$ cat config.mk
export PLATFORM = sky130hd
export DESIGN_NAME = imem_fetch_ctrl
export DESIGN_NICKNAME = d
export VERILOG_FILES = /design/src/rtl/imem_fetch_ctrl_pkg.sv /design/src/rtl/imem_fetch_ctrl_queue.sv /design/src/rtl/imem_fetch_ctrl.sv
export SDC_FILE = /design/constraint.sdc
export NUM_CORES = 1
export LEC_CHECK = 0
export CORE_UTILIZATION = 56
export CTS_CLUSTER_DIAMETER = 100
export CTS_CLUSTER_SIZE = 24
export DETAILED_ROUTE_END_ITERATION = 8
export PLACE_DENSITY = 0.91
export SLEW_MARGIN = 20
export SYNTH_ARGS = -nofsm -noshare
export SYNTH_HDL_FRONTEND = slang
export SYNTH_SLANG_ARGS = --single-unit
export TNS_END_PERCENT = 100
$ cat constraint.sdc
create_clock -name clk -period 25.7 [get_ports clk]
set_input_delay 5.14 -clock clk [delete_from_list [all_inputs] [get_ports clk]]
set_output_delay 5.14 -clock clk [all_outputs]
set_load 0.05 [all_outputs]
$ cat src/rtl/imem_fetch_ctrl_pkg.sv
// Shared types for the instruction fetch controller: FSM states, fault codes,
// bus widths and the {pc, instr} queue entry.
package imem_fetch_ctrl_pkg;

  localparam int INSTR_W = 32;
  localparam int ADDR_W  = 64;

  typedef enum logic [1:0] {
    FETCH_BOOT  = 2'd0,
    FETCH_RUN   = 2'd1,
    FETCH_HALT  = 2'd2,
    FETCH_FAULT = 2'd3
  } fetch_state_t;

  typedef enum logic [1:0] {
    FAULT_NONE     = 2'd0,
    FAULT_MISALIGN = 2'd1,
    FAULT_RANGE    = 2'd2
  } fault_code_t;

  typedef struct packed {
    logic [ADDR_W-1:0]  pc;
    logic [INSTR_W-1:0] instr;
  } fetch_entry_t;

endpackage

$ cat src/rtl/imem_fetch_ctrl_queue.sv
// 2-entry FIFO of fetched {pc, instr}; head visible combinationally.
// Latency: push at edge t is at the head after t. Push+pop in one cycle legal.
// Backpressure: none internal; the producer must respect count (overflow asserts).
module fetch_queue
  import imem_fetch_ctrl_pkg::*;
(
  input  logic         clk,
  input  logic         reset,
  input  logic         flush,
  input  logic         push,
  input  fetch_entry_t push_data,
  input  logic         pop,
  output logic         head_valid,
  output fetch_entry_t head_data,
  output logic [1:0]   count
);

  fetch_entry_t slots [2];
  logic         rd_ptr;
  logic         wr_ptr;
  logic [1:0]   count_q;
  logic         do_pop;

  assign do_pop     = pop && (count_q != 2'd0);
  assign head_valid = (count_q != 2'd0);
  assign head_data  = head_valid ? slots[rd_ptr] : '0;
  assign count      = count_q;

  always_ff @(posedge clk or posedge reset) begin
    if (reset) begin
      rd_ptr  <= 1'b0;
      wr_ptr  <= 1'b0;
      count_q <= 2'd0;
      for (int i = 0; i < 2; i++) slots[i] <= '0;
    end else if (flush) begin
      rd_ptr  <= 1'b0;
      wr_ptr  <= 1'b0;
      count_q <= 2'd0;
    end else begin
      if (push) begin
        slots[wr_ptr] <= push_data;
        wr_ptr        <= ~wr_ptr;
      end
      if (do_pop) rd_ptr <= ~rd_ptr;
      count_q <= count_q + {1'b0, push} - {1'b0, do_pop};
    end
  end

  a_no_overflow: assert property (@(posedge clk) disable iff (reset)
    !(push && !flush && !do_pop && count_q == 2'd2));

endmodule

$ cat src/rtl/imem_fetch_ctrl.sv
// Instruction fetch controller: owns the PC, issues one address per cycle to a 1-cycle memory.
// Latency: issue at t -> out_valid at t+2; 1 instr/cycle with out_ready high.
// Backpressure: credit of 2 (queued + in flight) stops issue so decode stalls never drop data.
module imem_fetch_ctrl
  import imem_fetch_ctrl_pkg::*;
#(
  parameter logic [63:0] RESET_PC = 64'h0,
  parameter int          MEM_SIZE = 4095
) (
  input  logic               clk,
  input  logic               reset,
  output logic [ADDR_W-1:0]  imem_addr,
  input  logic [INSTR_W-1:0] imem_instr,
  input  logic               redirect_valid,
  input  logic [ADDR_W-1:0]  redirect_pc,
  input  logic               halt_req,
  output logic               out_valid,
  input  logic               out_ready,
  output logic [INSTR_W-1:0] out_instr,
  output logic [ADDR_W-1:0]  out_pc,
  output logic               fault,
  output logic [1:0]         fault_code,
  output logic [ADDR_W-1:0]  fault_pc,
  output logic [1:0]         state
);

  localparam logic [ADDR_W-1:0] LAST_PC = ADDR_W'(MEM_SIZE - 4);

  fetch_state_t      state_q, state_d;
  logic [ADDR_W-1:0] pc_q;
  logic [ADDR_W-1:0] inflight_pc_q;
  logic              inflight_q;
  logic              fault_q;
  fault_code_t       fault_code_q;
  logic [ADDR_W-1:0] fault_pc_q;

  logic              q_valid;
  logic              q_push;
  logic              q_pop;
  logic [1:0]        q_count;
  fetch_entry_t      q_head;
  fetch_entry_t      q_in;

  logic [2:0]        credit_used;
  logic              credit_ok;
  logic              in_range;
  logic              misalign;
  logic              range_fault;
  logic              issue;

  assign in_range    = (pc_q <= LAST_PC);
  assign misalign    = (redirect_pc[1:0] != 2'b00);
  assign q_pop       = q_valid && out_ready;
  // A head popped this cycle frees its slot in time for the word issued now.
  assign credit_used = {1'b0, q_count} + {2'b00, inflight_q} - {2'b00, q_pop};
  assign credit_ok   = (credit_used < 3'd2);
  assign issue       = (state_q == FETCH_RUN) && !halt_req && !redirect_valid
                       && in_range && credit_ok;
  assign range_fault = (state_q == FETCH_RUN) && !redirect_valid && !in_range;
  assign q_push      = inflight_q && !redirect_valid;
  assign q_in        = {inflight_pc_q, imem_instr};

  fetch_queue u_queue (
    .clk        (clk),
    .reset      (reset),
    .flush      (redirect_valid),
    .push       (q_push),
    .push_data  (q_in),
    .pop        (q_pop),
    .head_valid (q_valid),
    .head_data  (q_head),
    .count      (q_count)
  );

  always_comb begin
    state_d = state_q;
    if (redirect_valid) begin
      state_d = misalign ? FETCH_FAULT : FETCH_RUN;
    end else begin
      case (state_q)
        FETCH_BOOT:  state_d = FETCH_RUN;
        FETCH_RUN: begin
          if (!in_range)     state_d = FETCH_FAULT;
          else if (halt_req) state_d = FETCH_HALT;
        end
        FETCH_HALT:  if (!halt_req) state_d = FETCH_RUN;
        FETCH_FAULT: state_d = FETCH_FAULT;
        default:     state_d = FETCH_BOOT;
      endcase
    end
  end

  always_ff @(posedge clk or posedge reset) begin
    if (reset) state_q <= FETCH_BOOT;
    else       state_q <= state_d;
  end

  always_ff @(posedge clk or posedge reset) begin
    if (reset) begin
      pc_q          <= RESET_PC;
      inflight_q    <= 1'b0;
      inflight_pc_q <= '0;
      fault_q       <= 1'b0;
      fault_code_q  <= FAULT_NONE;
      fault_pc_q    <= '0;
    end else begin
      inflight_q <= issue;
      if (issue) begin
        inflight_pc_q <= pc_q;
        pc_q          <= pc_q + ADDR_W'(4);
      end
      if (redirect_valid) begin
        if (misalign) begin
          fault_q      <= 1'b1;
          fault_code_q <= FAULT_MISALIGN;
          fault_pc_q   <= redirect_pc;
        end else begin
          pc_q         <= redirect_pc;
          fault_q      <= 1'b0;
          fault_code_q <= FAULT_NONE;
          fault_pc_q   <= '0;
        end
      end else if (range_fault) begin
        fault_q      <= 1'b1;
        fault_code_q <= FAULT_RANGE;
        fault_pc_q   <= pc_q;
      end
    end
  end

  assign imem_addr  = pc_q;
  assign out_valid  = q_valid;
  assign out_instr  = q_head.instr;
  assign out_pc     = q_head.pc;
  assign fault      = fault_q;
  assign fault_code = fault_code_q;
  assign fault_pc   = fault_pc_q;
  assign state      = state_q;

endmodule

==> results.md, run 1 <==
- Status: finished clean
- Drt drc: 0
- CTS Buf Count: 20
- CP Class: reg2out
- TNS Setup: 0 ns
- DR WL/cell: 20.1 um
- Synth area leaders: dfrtp_1, mux2_2, mux2i_1
- Final Hold Vio Count: 0
- CTS root buffer: clkbuf_16
- Fraction of layout cells with a size suffix above 1: 14.6%
- FILL cells: 2106
- Core area: 0.0305 mm2
- Unrepaired setup endpoints after global routing: false
- CP max FO: 54
- Worst min path class: reg2reg
- P_int: 894 uW
- ANT cells: 0
- Via/cell ratio: 5.86
- Clk pwr share: 25.7%
- Synthesized flop and latch total: 394
- Cell Pwr Density: 61.6 mW/mm2
- Setup ws final: 16.91 ns
- Syn. warnings: 0
- Worst IR Drop VDD: 60.5 uV
- First drt pass iteration count: 5
- Hold buffers post-CTS: 0
- Number of placement rows: 64
- Cell taking the most area after synthesis: dfrtp_1
- Switch share: 32.4%
- Mean post-synth cell area: 11.4 um2
- Sequential area share after synthesis: 56.9%
- Maximum clock rate: 114 MHz
- Die Y: 178 um
- Maxcap violations: 0
- HPWL Detailed: 27.3 mm
- Startpoint types: register
- Nets: 1877
- Layout overhead on the synthesized area: 23.9%
- Die width: 178 um
- Clock transition at the registers of the reported paths: 0.10 ns
- H-tree Lvls: 1
- Minimum clock period: 8.79 ns
- Mapped Area: 0.0173 mm2
- CTS resizes: 0
- Clk_lat worst skew: 0.54 ns
- Final Skew: 0.0311 ns
- Sink Count: 394
- Grt ovf: 0
- # IOs: 331
- Post-DRT Antenna Nets: 0
- Reg area: 0.00986 mm2
- Leak Pwr: 0.00958 uW
- PortBufs: 330
- Area of the multi-input gates: 0.00683 mm2
- CP Capture Type: primary output
- Slew @ Worst Pin: 1.09 ns
- Share of power burned in registers: 51.9%
- Period utilisation layout: 34.2%
- Clock Path Buffers: 3
- Vias in the first global route: 13100
- Die area: 0.0317 mm2
- Logic gate share of total power: 22.4%
- Max-slew headroom: 27.1%
- All-Layer GR Usage: 27.3%
- Slew Viols, Final: 0
- Initial antenna violation count: 0
- DRT Wirelength: 43.6 mm
- Syn nets: 1622
- Synth Instances: 1515
- Iteration-0 DRC Markers: 760
- Initial Util: 56.8%
- Net switching power figure: 429 uW
- Worst path arrival time: 3.65 ns
- Setup-failing EPs final: 0
- Placer Congestion: 0.805
- CP required: 20.56 ns
- Yosys top cell area share: 56.9%
- Largest net degree at the start of global routing: 175
- Netlist cell types: 42
- Setup Buffers After CTS: 0
- First-pass GRT wire length: 68.6 mm
- CTS tree: built
- Placement Setup Slack: 16.77 ns
- Via count: 12700
==> power by group through the flow <==
stage	clock network, uW	registers [uW]	logic, uW
CTS	350	686	298
floorplan	0	782	95.5
global placement	0	696	292
finish	340	686	297
global route	369	690	314
detailed placement	0	697	296
==> critical path, stage by stage (launching register included) <==
cell and delay [ns]:
dfrtp_4 0.99, buf_4 0.86, mux2i_1 0.22, nor2_1 0.14, clkdlybuf4s50_1 0.85
==> placed cells by master (no fill, tap or decap), types with 3 or more instances in the layout <==
cell,instances
nand3_1,6
a31oi_1,10
inv_1,71
a21oi_1,69
nor2b_1,5
mux2i_1,96
mux2_2,204
buf_4,12
or4_1,6
ha_1,5
and2_1,54
nand4_1,4
nor2_4,3
nand2_1,165
nor2_1,120
dfrtp_1,393
a221oi_1,62
clkdlybuf4s50_1,330
xnor2_1,4
clkbuf_16,21
o31ai_1,8
nor4_1,14
or3_1,4
nand4b_1,3
a211oi_1,63
==> layout make-up <==
type | count | share of cell area [%]
Sequential cell | 394 | 45.9
Multi-Input combinational cell | 935 | 31.8
Timing Repair Buffer | 346 | 16.1
Clock buffer | 22 | 2.46
Tap cell | 396 | 2.31
Inverter | 73 | 1.31
Clock inverter | 1 | 0.0757
==> Yosys cell counts <==
cell type  number
a2111o_1        1
a2111oi_0       3
a211o_1         1
a211oi_1       63
a21o_1          1
a21oi_1        69
a221oi_1       62
a22o_1          1
a31oi_1        10
and2_1         54
and3_1          1
and4_1          2
buf_1          25
buf_2           6
clkbuf_1       82
dfrtp_1       394
fa_1            1
ha_1            5
inv_1          73
mux2_2        204
mux2i_1        96
nand2_1       167
nand2b_1        3
nand3_1         7
nand4_1         4
nand4b_1        3
nor2_1        123
nor2b_1         6
nor3_1          2
nor4_1         14
nor4b_1         1
o21a_1          1
o21ai_0         1
o31ai_1         8
o31ai_2         1
o41ai_1         2
or2_2           1
or3_1           4
or3b_2          2
or4_1           6
xnor2_1         4
xor2_1          1
==> state kept, by name, indices dropped and copies added, names as in the netlist <==
signal / cells
inflight_q: 1
inflight_pc_q: 64
fault_code: 2
fault: 1
state: 2
u_queue.wr_ptr: 1
u_queue.rd_ptr: 1
u_queue.count: 2
u_queue.slots: 192
imem_addr: 64
fault_pc: 64
==> per-layer routing <==
metal  wire length (um)  track usage, %  vias up
met5                  0               0        -
met4               1260            8.37        0
met3               3790            7.26       85
met2              21200            45.7      476
met1              17400            34.4     6369
li1                   -               -     5772
==> final timing paths <==
path	from	endpoint	slack (ns)	cells after the start
worst max-delay path	u_queue.rd_ptr	out_pc[55]	16.91	4
worst max register to register	u_queue.count[1]	imem_addr[11]	21.04	11
max in group asynchronous	reset	u_queue.rd_ptr	19.03	3
min in group asynchronous	reset	fault_pc[10]	5.21	2
worst min-delay path	fault_code[1]	fault_code[1]	0.51	1
worst min register to register	fault_code[1]	fault_code[1]	0.51	1
==> per-stage QoR <==
| step | power [uW] | utilization, % | std cells | hold WS (ns) | cell area, um2 |
|---|---|---|---|---|---|
| after floorplan | 877 | - | 1515 | 0.466 | 17300 |
| after global placement | 988 | 68.5 | 2143 | 0.461 | 20900 |
| after detailed placement | 994 | 68.5 | 2143 | 0.486 | 20900 |
| after CTS | 1330 | 70.3 | 2166 | 0.512 | 21400 |
| after global routing | 1370 | 70.4 | 2167 | 0.521 | 21500 |
| final | 1320 | 70.4 | 2167 | 0.509 | 21500 |
==> cells by family (layout without fill, tap and decap cells) <==
family	count (synthesis)	after routing	share of synthesized area [%]
and+or+nand+nor	400	400	10.3
DFF	394	394	56.9
muxes	300	300	18.8
AOI/OAI and AO/OA	224	224	9.17
buffers and inverters	186	442	4.07
adders and majority gates	6	6	0.476
xor gates and xnor gates	5	5	0.253
Note: power is estimated with default switching activity, not from simulation.
==> run 2, diff against run 1 <==
--- a/config.mk
+++ b/config.mk
@@ -5,11 +5,11 @@
 export SDC_FILE = /design/constraint.sdc
 export NUM_CORES = 1
 export LEC_CHECK = 0
-export CORE_UTILIZATION = 56
+export CORE_UTILIZATION = 52
 export CTS_CLUSTER_DIAMETER = 100
 export CTS_CLUSTER_SIZE = 24
 export DETAILED_ROUTE_END_ITERATION = 8
-export PLACE_DENSITY = 0.91
+export PLACE_DENSITY = 0.86
 export SLEW_MARGIN = 20
 export SYNTH_ARGS = -nofsm -noshare
 export SYNTH_HDL_FRONTEND = slang
==> constraint.sdc (replaced) <==
create_clock -name clk -period 9 [get_ports clk]
set_input_delay 1.8 -clock clk [delete_from_list [all_inputs] [get_ports clk]]
set_output_delay 1.8 -clock clk [all_outputs]
set_load 0.05 [all_outputs]
==> run 2 against run 1 <==
Net effect:
- critical path depth is the same
- register-to-register slack lost 17 ns
- clock skew shrank 0.0049 ns
- global-route usage shrank 2.0 points
- cell count grew 2.2%
- core utilization shrank 4.6 points
- wire length shrank 0.65%
- sequential power grew to 2.9 times the previous value
- die area grew 7.6%
- clock power grew to 2.9 times the previous value
- cell area grew 0.22%
- first-iteration DRC count grew 11%
==> results.md, run 2 (same netlist as run 1, synthesis figures left out) <==
- Status: finished clean
- Drt drc: 0 (unchanged)
- # IOs: 331 (unchanged)
- Setup-failing EPs final: 0 (unchanged)
- Die width: 185 um (+3.7%)
- Hold buffers post-CTS: 0 (unchanged)
- Uppermost layer routed: met4
- Leak Pwr: 0.00957 uW (-0.12%)
- First-pass GRT wire length: 68.5 mm (-0.23%)
- Share of power burned in registers: 52.0% (about the same)
- WL met3: 4.39 mm (+16%)
- Switch share: 32.4% (-0.057 points)
- CP Class: reg2out
- P_int: 2550 uW (+190%)
- Final Hold Vio Count: 0 (unchanged)
- Max-slew headroom: 25.4% (-1.8 points)
- Setup ws final: 3.55 ns (-13.36 ns)
- Final Core Density: 65.8% (-4.6 points)
- CTS root buffer: clkbuf_16
- All-Layer GR Usage: 25.3% (-2.0 points)
- Clk_lat worst skew: 0.54 ns (about the same)
- Core area: 0.0327 mm2 (+7.2%)
- Grt ovf: 0 (unchanged)
- Minimum clock period: 5.45 ns
- Layout overhead on the synthesized area: 24.2%
- Met1 Wirelength: 17.0 mm (-2.0%)
- CTS resizes: 0 (unchanged)
- Via count: 12700 (+0.13%)
- Most common cell after layout, fill and taps aside: dfrtp_1
- Maxcap violations: 0 (unchanged)
- Iteration-0 DRC Markers: 843 (+11%)
- Clk pwr share: 25.7% (about the same)
- Fin cells: 2215 (+2.2%)
- CP max FO: 59 (+9.3%)
- Number of placement rows: 66 (+3.1%)
- Die Y: 185 um (+3.7%)
- DRT Wirelength: 43.4 mm (-0.65%)
- Slowest stage delay, CP: 1.16 ns (+0.17 ns)
- HPWL Detailed: 27.3 mm (+0.26%)
- Fraction of layout cells with a size suffix above 1: 14.6% (unchanged)
- Via/cell ratio: 5.74 (-2.0%)
- TNS Setup: 0 ns (unchanged)
- Net switching power figure: 1220 uW (+180%)
- First drt pass iteration count: 7 (+2)
- Unrepaired setup endpoints after global routing: false
- Slew @ Worst Pin: 1.12 ns (+0.0264 ns)
- Clock Path Buffers: 3 (unchanged)
- Clock transition at the registers of the reported paths: 0.10 ns (about the same)
- CTS tree: built
- Setup Buffers After CTS: 0 (unchanged)
- Worst IR Drop VDD: 151 uV (+150%)
- Worst path arrival time: 3.65 ns (about the same)
- H-tree Lvls: 1 (unchanged)
- Initial Util: 53.0% (-3.8 points)
- Post-DRT Antenna Nets: 0 (unchanged)
- Post-place instance area: 0.0210 mm2 (+0.34%)
- Sink Count: 394 (unchanged)
- Worst min path class: reg2reg
- Logic gate share of total power: 22.3% (about the same)
- Slew Viols, Final: 0 (unchanged)
- Biggest register: u_queue.slots
- Largest net degree at the start of global routing: 181 (+3.4%)
- Final Skew: 0.0261 ns (-0.00495 ns)
- Placed cells: 2190 (+2.2%)
- Maximum clock rate: 183 MHz
- DR WL/cell: 19.6 um (-2.8%)
- Die area: 0.0341 mm2 (+7.6%)
- Startpoint types: register
- Placer Congestion: 0.816 (+1.4%)
- Cell Pwr Density: 175 mW/mm2 (+180%)
- Nets: 1877 (unchanged)
- PortBufs: 330 (unchanged)
- Period utilisation layout: 60.6%
- Placement Setup Slack: 3.35 ns (-13.42 ns)
- Crit-path cells: buf_4 -> mux2i_1 -> nor2_1 -> clkdlybuf4s50_1
- Slowest cell on crit path: dfrtp_4
- CP Capture Type: primary output
- Vias in the first global route: 12700 (-3.1%)
- Most frequent cells in the layout: dfrtp_1, clkdlybuf4s50_1, mux2_2
- Largest register FFs: 192 (unchanged)
- CP required: 7.20 ns (-13.36 ns)
- Finished Cell Area: 0.0215 mm2 (+0.22%)
- Met2 Routed Length: 20.6 mm (-2.6%)
- CTS Buf Count: 20 (unchanged)
- Initial antenna violation count: 2 (+2)
-- run 2: cell count changes in the layout (fill, tap and decap cells not counted) --
cell,before,now
buf_4,12,13
buf_12,1,2
buf_16,1,0
buf_6,2,1
clkinvlp_4,0,1
inv_8,1,0
diode_2,0,2
-- run 2: cell type report --
| type | instances | area [um2] |
|---|---|---|
| multi-input cells | 935 | 6830 |
| well taps | 442 | 553 |
| fillers | 2507 | 11200 |
| inverters | 73 | 278 |
| clock buffers | 22 | 529 |
| diodes | 2 | 5.00 |
| repair buffers | 346 | 3450 |
| clock inverters | 1 | 16.3 |
| flip-flops and latches | 394 | 9860 |
-- run 2: through the flow --
stage / power (uW) / hold slack, ns
global route: 3930 / 0.520
CTS: 3810 / 0.498
detailed placement: 2840 / 0.471
finish: 3780 / 0.502
global placement: 2820 / 0.463
floorplan: 2510 / 0.466
-- run 2: worst paths after layout --
| check | start | endpoint | slack, ns | cells past startpoint |
|---|---|---|---|---|
| setup / recovery | u_queue.rd_ptr | out_instr[23] | 3.55 | 4 |
| hold / removal | fault_code[0] | fault_code[0] | 0.50 | 1 |
| setup reg to reg | u_queue.count[1] | imem_addr[11] | 4.26 | 11 |
| hold reg to reg | fault_code[0] | fault_code[0] | 0.50 | 1 |
| max in group asynchronous | reset | u_queue.slots[90] | 5.70 | 3 |
| min in group asynchronous | reset | u_queue.slots[139] | 1.80 | 2 |
-- run 2: worst max-delay path: cells and delay by family, from the launching register on --
family                 cells  cell delay [ns]
buffers and inverters      2             1.55
DFF                        1             1.16
muxes                      1             0.19
and+or+nand+nor            1             0.17
-- run 2: layer usage --
metal  up-vias  GRT usage (%)
li1       5768              -
met1      6370           31.5
met2       498           41.8
met3        83           8.12
met4         0           7.80
met5         -              0
-- run 2: power groups by stage --
stage | Clock (uW) | Combinational, uW | Sequential [uW]
3_3_place_gp | 0 | 829 | 1990
3_5_place_dp | 0 | 840 | 2000
6_report | 970 | 841 | 1960
5_1_grt | 1070 | 888 | 1980
2_1_floorplan | 0 | 273 | 2230
4_1_cts | 1000 | 845 | 1960
